**config.mk**
```make
export PLATFORM = sky130hd
export DESIGN_NAME = uart_tx_arbiter
export DESIGN_NICKNAME = d
export VERILOG_FILES = /design/src/rtl/uart_pkg.sv /design/src/rtl/rr_pick.sv /design/src/rtl/uart_tx_arbiter.sv
export SDC_FILE = /design/constraint.sdc
export NUM_CORES = 1
export LEC_CHECK = 0
export ABC_CLOCK_PERIOD_IN_PS = 3200
export CORE_MARGIN = 1
export CORE_UTILIZATION = 48
export DETAILED_ROUTE_END_ITERATION = 6
export GPL_TIMING_DRIVEN = 0
export PLACE_DENSITY = 0.93
export SYNTH_ARGS = -nofsm -noshare
export SYNTH_HDL_FRONTEND = slang
export SYNTH_SLANG_ARGS = --single-unit
```
**constraint.sdc**
```tcl
create_clock -name i_clk -period 3.2 [get_ports i_clk]
set_input_delay 0.32 -clock i_clk [delete_from_list [all_inputs] [get_ports i_clk]]
set_output_delay 0.32 -clock i_clk [all_outputs]
set_load 0.02 [all_outputs]
```
**src/rtl/uart_pkg.sv**
```systemverilog
// rtl/uart_pkg.sv - shared encodings and defaults for the uart tx arbiter
package uart_pkg;

  localparam int DEFAULT_DATA_SIZE = 8;

  typedef enum logic [0:0] {
    ARB_IDLE   = 1'b0,
    ARB_LOCKED = 1'b1
  } arb_state_e;

endpackage

```
**src/rtl/rr_pick.sv**
```systemverilog
// rtl/rr_pick.sv - combinational round-robin selector
module rr_pick
  import uart_pkg::*;
#(
  parameter int NumRequesters = 2
) (
  input  logic [NumRequesters-1:0]         req,
  input  logic [$clog2(NumRequesters)-1:0] ptr,
  output logic [NumRequesters-1:0]         grant,
  output logic                             any
);

  localparam int PtrW = $clog2(NumRequesters);

  logic [PtrW-1:0] idx;
  logic            found;

  // Search upward from the slot after the last owner, wrapping, first request wins
  always_comb begin
    grant = '0;
    found = 1'b0;
    idx   = '0;
    for (int i = 1; i <= NumRequesters; i++) begin
      idx = PtrW'((int'(ptr) + i) % NumRequesters);
      if (!found && req[idx]) begin
        grant[idx] = 1'b1;
        found      = 1'b1;
      end
    end
  end

  assign any = |req;

endmodule

```
**src/rtl/uart_tx_arbiter.sv**
```systemverilog
// rtl/uart_tx_arbiter.sv - packet-locked round-robin sharing of the uart tx byte stream
module uart_tx_arbiter
  import uart_pkg::*;
#(
  parameter int NumRequesters = 2,
  parameter int DataSize      = DEFAULT_DATA_SIZE,
  parameter int IdleTimeout   = 1024
) (
  input  logic                              i_clk,
  input  logic                              i_rst,
  input  logic [NumRequesters-1:0]          i_req_valid,
  input  logic [NumRequesters*DataSize-1:0] i_req_data,
  input  logic [NumRequesters-1:0]          i_req_last,
  output logic [NumRequesters-1:0]          o_req_ready,
  output logic                              o_tx_valid,
  output logic [DataSize-1:0]               o_tx_data,
  input  logic                              i_tx_ready,
  output logic [NumRequesters-1:0]          o_grant,
  output logic                              o_busy,
  output logic                              o_timeout
);

  localparam int PtrW = $clog2(NumRequesters);
  localparam int CntW = (IdleTimeout > 0) ? $clog2(IdleTimeout + 1) : 1;
  localparam bit WdEn = (IdleTimeout > 0);
  localparam logic [CntW-1:0] CntLast = (IdleTimeout > 0) ? CntW'(IdleTimeout - 1) : '0;
  localparam logic [CntW-1:0] CntMax  = '1;

  arb_state_e          state;
  logic [PtrW-1:0]     owner;
  logic [PtrW-1:0]     ptr;
  logic [CntW-1:0]     idle_cnt;

  logic [NumRequesters-1:0] pick_grant;
  logic                     pick_any;
  logic [PtrW-1:0]          pick_idx;
  logic                     own_last;
  logic                     xfer;
  logic                     wd_hit;

  rr_pick #(
    .NumRequesters(NumRequesters)
  ) u_rr_pick (
    .req  (i_req_valid),
    .ptr  (ptr),
    .grant(pick_grant),
    .any  (pick_any)
  );

  // Encode the one-hot winner so the owner can be stored as an index
  always_comb begin
    pick_idx = '0;
    for (int k = 0; k < NumRequesters; k++) begin
      if (pick_grant[k]) pick_idx = PtrW'(k);
    end
  end

  // Pass the owner's stream straight through while locked; everything else stays quiet
  always_comb begin
    o_tx_valid  = 1'b0;
    o_tx_data   = '0;
    o_req_ready = '0;
    own_last    = 1'b0;
    if (state == ARB_LOCKED) begin
      for (int k = 0; k < NumRequesters; k++) begin
        if (owner == PtrW'(k)) begin
          o_tx_valid     = i_req_valid[k];
          o_tx_data      = i_req_data[k*DataSize +: DataSize];
          own_last       = i_req_last[k];
          o_req_ready[k] = i_tx_ready;
        end
      end
    end
  end

  assign xfer   = o_tx_valid & i_tx_ready;
  // Only an owner with valid low ages the counter, so uart backpressure can never expire it
  assign wd_hit = WdEn && (state == ARB_LOCKED) && !o_tx_valid && (idle_cnt == CntLast);

  // Arbitration / lock FSM with idle watchdog and registered status outputs
  always_ff @(posedge i_clk) begin
    if (i_rst) begin
      state     <= ARB_IDLE;
      owner     <= '0;
      ptr       <= PtrW'(NumRequesters - 1);
      idle_cnt  <= '0;
      o_grant   <= '0;
      o_busy    <= 1'b0;
      o_timeout <= 1'b0;
    end else begin
      o_timeout <= 1'b0;
      case (state)
        ARB_IDLE: begin
          if (pick_any) begin
            state    <= ARB_LOCKED;
            owner    <= pick_idx;
            o_grant  <= pick_grant;
            o_busy   <= 1'b1;
            idle_cnt <= '0;
          end
        end
        ARB_LOCKED: begin
          if (xfer) begin
            idle_cnt <= '0;
            if (own_last) begin
              state   <= ARB_IDLE;
              ptr     <= owner;
              o_grant <= '0;
              o_busy  <= 1'b0;
            end
          end else if (wd_hit) begin
            state     <= ARB_IDLE;
            ptr       <= owner;
            o_grant   <= '0;
            o_busy    <= 1'b0;
            o_timeout <= 1'b1;
            idle_cnt  <= '0;
          end else if (!o_tx_valid && (idle_cnt != CntMax)) begin
            idle_cnt <= idle_cnt + CntW'(1);
          end
        end
        default: begin
          state <= ARB_IDLE;
        end
      endcase
    end
  end

endmodule

```
# == Word-level counts from Yosys, hierarchy flattened ==
# Cells that the tools add are included.
# op_classes
n_addsub,3
magnitude_cmp,4
eq_ne,7
mux,45
bitwise,3
reduce_logical,15
# ops
operator,count
$mux 11,4
$mux 1,26
$pmux 11 s2,1
$mux 8,2
$mux 2,7
$add 11x1->11 const B,1
$eq 11x10->1 const B,1
$ne 11x11->1 const B,1
$logic_and 1x1->1,6
$reduce_and 3->1,2
$lt 1x2->1 const B,2
$ne 2x2->1 const B,2
$ne 4x1->1 const B,1
$pmux 1 s2,2
$pmux 2 s2,1
$reduce_and 2->1,2
$ne 3x1->1 const B,1
$ne 3x3->1 const B,1
$reduce_or 3->1,1
$add 1x1->1 const B,2
$demux 1 s1,2
$ge 1x1->1 const B,2
$logic_not 1->1,2
$or 2x2->2,1
other kinds (4),4
# word_totals
reg_bits,18
output_inout_bits,15
wordCells,84

# == Depth between registers and ports, before layout ==
# depth
ltp_word,10
ltp_mapped,6
depth_no_buf,5

# == By module ==
# A second synthesis with hierarchy kept.
# unflattened
cells_unflattened,134
area_unflattened_um2,1076.0
# modules_own_cells
mod,instances,cells_per_inst,area_per_inst_um2
uart_tx_arbiter,1,130,1051.0
rr_pick,1,4,25.0

# == Worst setup path before layout ==
# Ideal clock, no wire load.
# synth_path
kind,input -> register
start,input i_req_valid[0]
end,register ptr
setup_time_ns,0.120
arrival_time_ns,1.822
slack_ns,1.259
path_stages,6
path_buffers,2
path_cell_list,buf_2 > mux2_4 > or4_4 > buf_6 > and3_1 > a211o_1
# synth_via
elab_chain_len,7
elab_cells_between_ends,10
# synth_lines
element,line_no,source
start: declaration,uart_tx_arbiter.sv:11,"input logic [NumRequesters-1:0] i_req_valid,"
$mux 1 *,uart_tx_arbiter.sv:66,if (owner == PtrW'(k)) begin
$mux 1 *,uart_tx_arbiter.sv:64,if (state == ARB_LOCKED) begin
$logic_not 1->1,uart_tx_arbiter.sv:78,assign wd_hit = WdEn && (state == ARB_LOCKED) && !o_tx_valid && (idle_cnt == CntLast);
$logic_and 1x1->1 (2 in a row),uart_tx_arbiter.sv:78,
$reduce_bool 2->1 (no line),n/a,
$reduce_and 3->1 (no line),n/a,
end signal: assignment,uart_tx_arbiter.sv:85,ptr <= PtrW'(NumRequesters - 1);
end signal: assignment,uart_tx_arbiter.sv:107,ptr <= owner;
end signal: assignment,uart_tx_arbiter.sv:113,ptr <= owner;
end: declaration,uart_tx_arbiter.sv:31,logic [PtrW-1:0] ptr;
# Every way passes the cells marked *; elsewhere a longest branch is shown, timed or not.
# A chain may end at the register's enable or synchronous reset.

# == Worst setup path in the final report ==
# layout_path
start,register owner
end,output o_tx_data[1]
# layout_via
elab_chain_len,2
# layout_lines
element,line_no,source
start: declaration,uart_tx_arbiter.sv:30,logic [PtrW-1:0] owner;
start signal: assignment,uart_tx_arbiter.sv:96,owner <= pick_idx;
$mux 8,uart_tx_arbiter.sv:66,
$mux 8,uart_tx_arbiter.sv:64,
end: declaration,uart_tx_arbiter.sv:16,"output logic [DataSize-1:0] o_tx_data,"
# Every way passes these cells.

==> flow_summary.toml <==
[outcome]
outcome = "finished, final reports clean"

[cts]
cts.sinks = 18
clk_pin_slew_worst_paths_ns = 0.11
cts_buffers = 3
cts_resized = 0
clk_latency_ns = 0.31
root_buffer = "clkbuf_4"
cts_buffer_depth = 2
tritoncts = "done"
ctsHoldBuffers = 0
cts_max_level = 1
cts_setup_buffers = 0

[yosys]
synth_nets = 174
yosysTopAreaCell = "dfxtp_1"
synth_area_um2 = 1140
synth_top_area_share_pct = 31.5
yosysUniqueCellTypes = 35
synth_seq_area_share_pct = 31.5
yosys_register_bits = 18
synthArstFlopShare_pct = 0
avgSynthCellArea_um2 = 7.63
synth-main-ff-cell = "dfxtp_1"
synth_area_leaders = "dfxtp_1 31%, mux2i_1 7.9%, nand3_1 4.8%"
synth_edf_count = 0
syn_inst = 150
ys.warnings.count = 0

[worst_setup_path]
worst-path-max-fanout = 10
critPathLaunchType = "flop"
crit_family = "buffers and inverters"
endpoint_kind = "output pin"
arrival_ns = 2.13
cp.depth = 5
worstPathBufferInverterCount = 3
path_cells = "buf_6 -> clkbuf_1 -> mux2i_1 -> nor2_1 -> clkdlybuf4s50_1"
critPathMaxStageDelay_ns = 0.62
reg2reg_depth = 5
worstPathRequired_ns = 2.88
crit_type = "reg2out"
critPathSlowestCell = "clkdlybuf4s50_1"

[floorplan]
initial_core_util_pct = 51.3
fp.coreArea_um2 = 2230
rows = 17
die_area_um2 = 2580
die_h_um = 50.8
die-width_um = 50.8
io_pins = 38

[power]
power.leakage_nw = 0.537
clock_power_share_pct = 28.5
power.total_mw = 0.518
ir_worst_vdd_v = 0.000284
powerDensity_nw_per_um2 = 331
p_sw_mw = 0.152
power.internal_mw = 0.366
sw_frac_of_total_pct = 29.4
combPwrFrac_pct = 26.0
p_seq_share_pct = 45.5

[layout]
final_cell_mix = "35 x clkdlybuf4s50_1, 18 x dfxtp_1, 14 x nor2_1, 14 x nand2_1, 11 x nand3_1"
fin_cells = 217
nets = 214
final_common_cell = "clkdlybuf4s50_1"
nFillCells = 183
drive_gt1_share_pct = 5.82
area_delta_synth_final_pct = 36.8
diodes = 0

[flow_run]
drv_cap = 0

[detailed_routing]
avgRoutedWirePerCell_um = 15.1
drtPass1Iterations = 4
routed-via-count = 1341
initialDrtViolationCount = 51
drc = 0
routed_wl_um = 3280
final_antenna_net_count = 0
via_per_inst = 6.18

[grt]
grt-ovfl-total = 0
grtUsageTotal_pct = 27.4
antenna_found_initial = 0
grt_pass1_wl_um = 5380
grt_max_degree = 11
grt_pass1_vias = 1297

[timing]
timing.final.crit_period_ns = 2.45
fin_worst_skew_ns = 0.00533
tightestPinTransition_ns = 1.09
fin_tns_setup_ns = 0
hold_viol = 0
slew_viol_final = 0
max_freq_mhz = 408
maxSlewHeadroom_pct = 26.5
rsz0062_at_grt = "no"
post-route-period-util_pct = 76.5
final-setup-viol-count = 0

[placed_design]
place_hpwl_um = 2490
dp_cells = 213
portBuffers = 35
place.gp.congestion = 0.890

[min_path]
hold_path.class = "in2reg"
worstHoldPathCells = 3
==> cell type report <==
cell class	instances	area (um^2)	area share [%]
multi-input combinational	117	712	45.4
sequential	18	360	23.0
timing repair buffer	35	350	22.4
buffer	9	50.0	3.19
clock buffer	4	36.3	2.32
tap	28	35.0	2.24
inverter	6	22.5	1.44
==> final timing paths <==
kind	startpoint	to	slack, ns
max reg2reg	idle_cnt[0]	idle_cnt[7]	0.97
min	i_req_valid[0]	o_grant[0]	0.37
min reg2reg	o_busy	o_busy	0.47
max	owner	o_tx_data[1]	0.75
==> synth_stat cells (all sizes together), types with 2 or more instances <==
cell / count
a21oi: 9
and3: 5
and4: 2
buf: 3
clkbuf: 6
dfxtp: 18
inv: 6
mux2: 2
mux2i: 9
nand2: 14
nand2b: 2
nand3: 11
nand4: 5
nand4b: 2
nor2: 14
nor3: 7
nor4: 2
o21ai: 11
o22ai: 2
o31a: 4
o31ai: 3
or3: 2
or4: 4
==> power by group through the flow <==
stage	sequential (mW)	combinational, mW	clock (mW)
3_5_place_dp	0.241	0.134	0
4_1_cts	0.236	0.135	0.145
6_report	0.236	0.135	0.147
3_3_place_gp	0.240	0.130	0
5_1_grt	0.237	0.145	0.157
2_1_floorplan	0.243	0.0664	0
==> routing by layer <==
layer  track usage [%]  vias up  part of all wire, %
met5                 0        -                    0
met4              13.9        0                  1.6
met3              5.65        7                  7.3
met2              49.1       68                   51
met1              30.2      630                   40
li1                  -      636                    -
==> registers in the layout (all words and copies together), names as in the netlist <==
name / count
idle_cnt: 11
o_grant: 2
o_busy: 1
o_timeout: 1
owner: 1
ptr: 1
state: 1
==> worst min-delay path, cell delays in order <==
cell     delay [ns]
buf_2          0.15
nand3_1        0.07
o21ai_0        0.08
==> cell families after synthesis <==
family	synth area share, %
AND/OR/NAND/NOR	32.3
AO/OA/AOI/OAI	18.6
flip-flops	31.5
buffers and inverters	6.34
multiplexers	10.2
adder cells (fa/ha/maj)	1.09
==> through the flow <==
step | utilization (%) | area [um^2] | hold slack, ns | setup WS, ns
final | 70.1 | 1570 | 0.366 | 0.751
after global placement | 68.5 | 1530 | 0.451 | 0.740
after global routing | 70.1 | 1570 | 0.386 | 0.591
after floorplan | - | 1140 | 0.434 | 1.26
after detailed placement | 68.5 | 1530 | 0.451 | 0.714
after CTS | 70.1 | 1570 | 0.365 | 0.731
(Power assumes the default switching activity.)
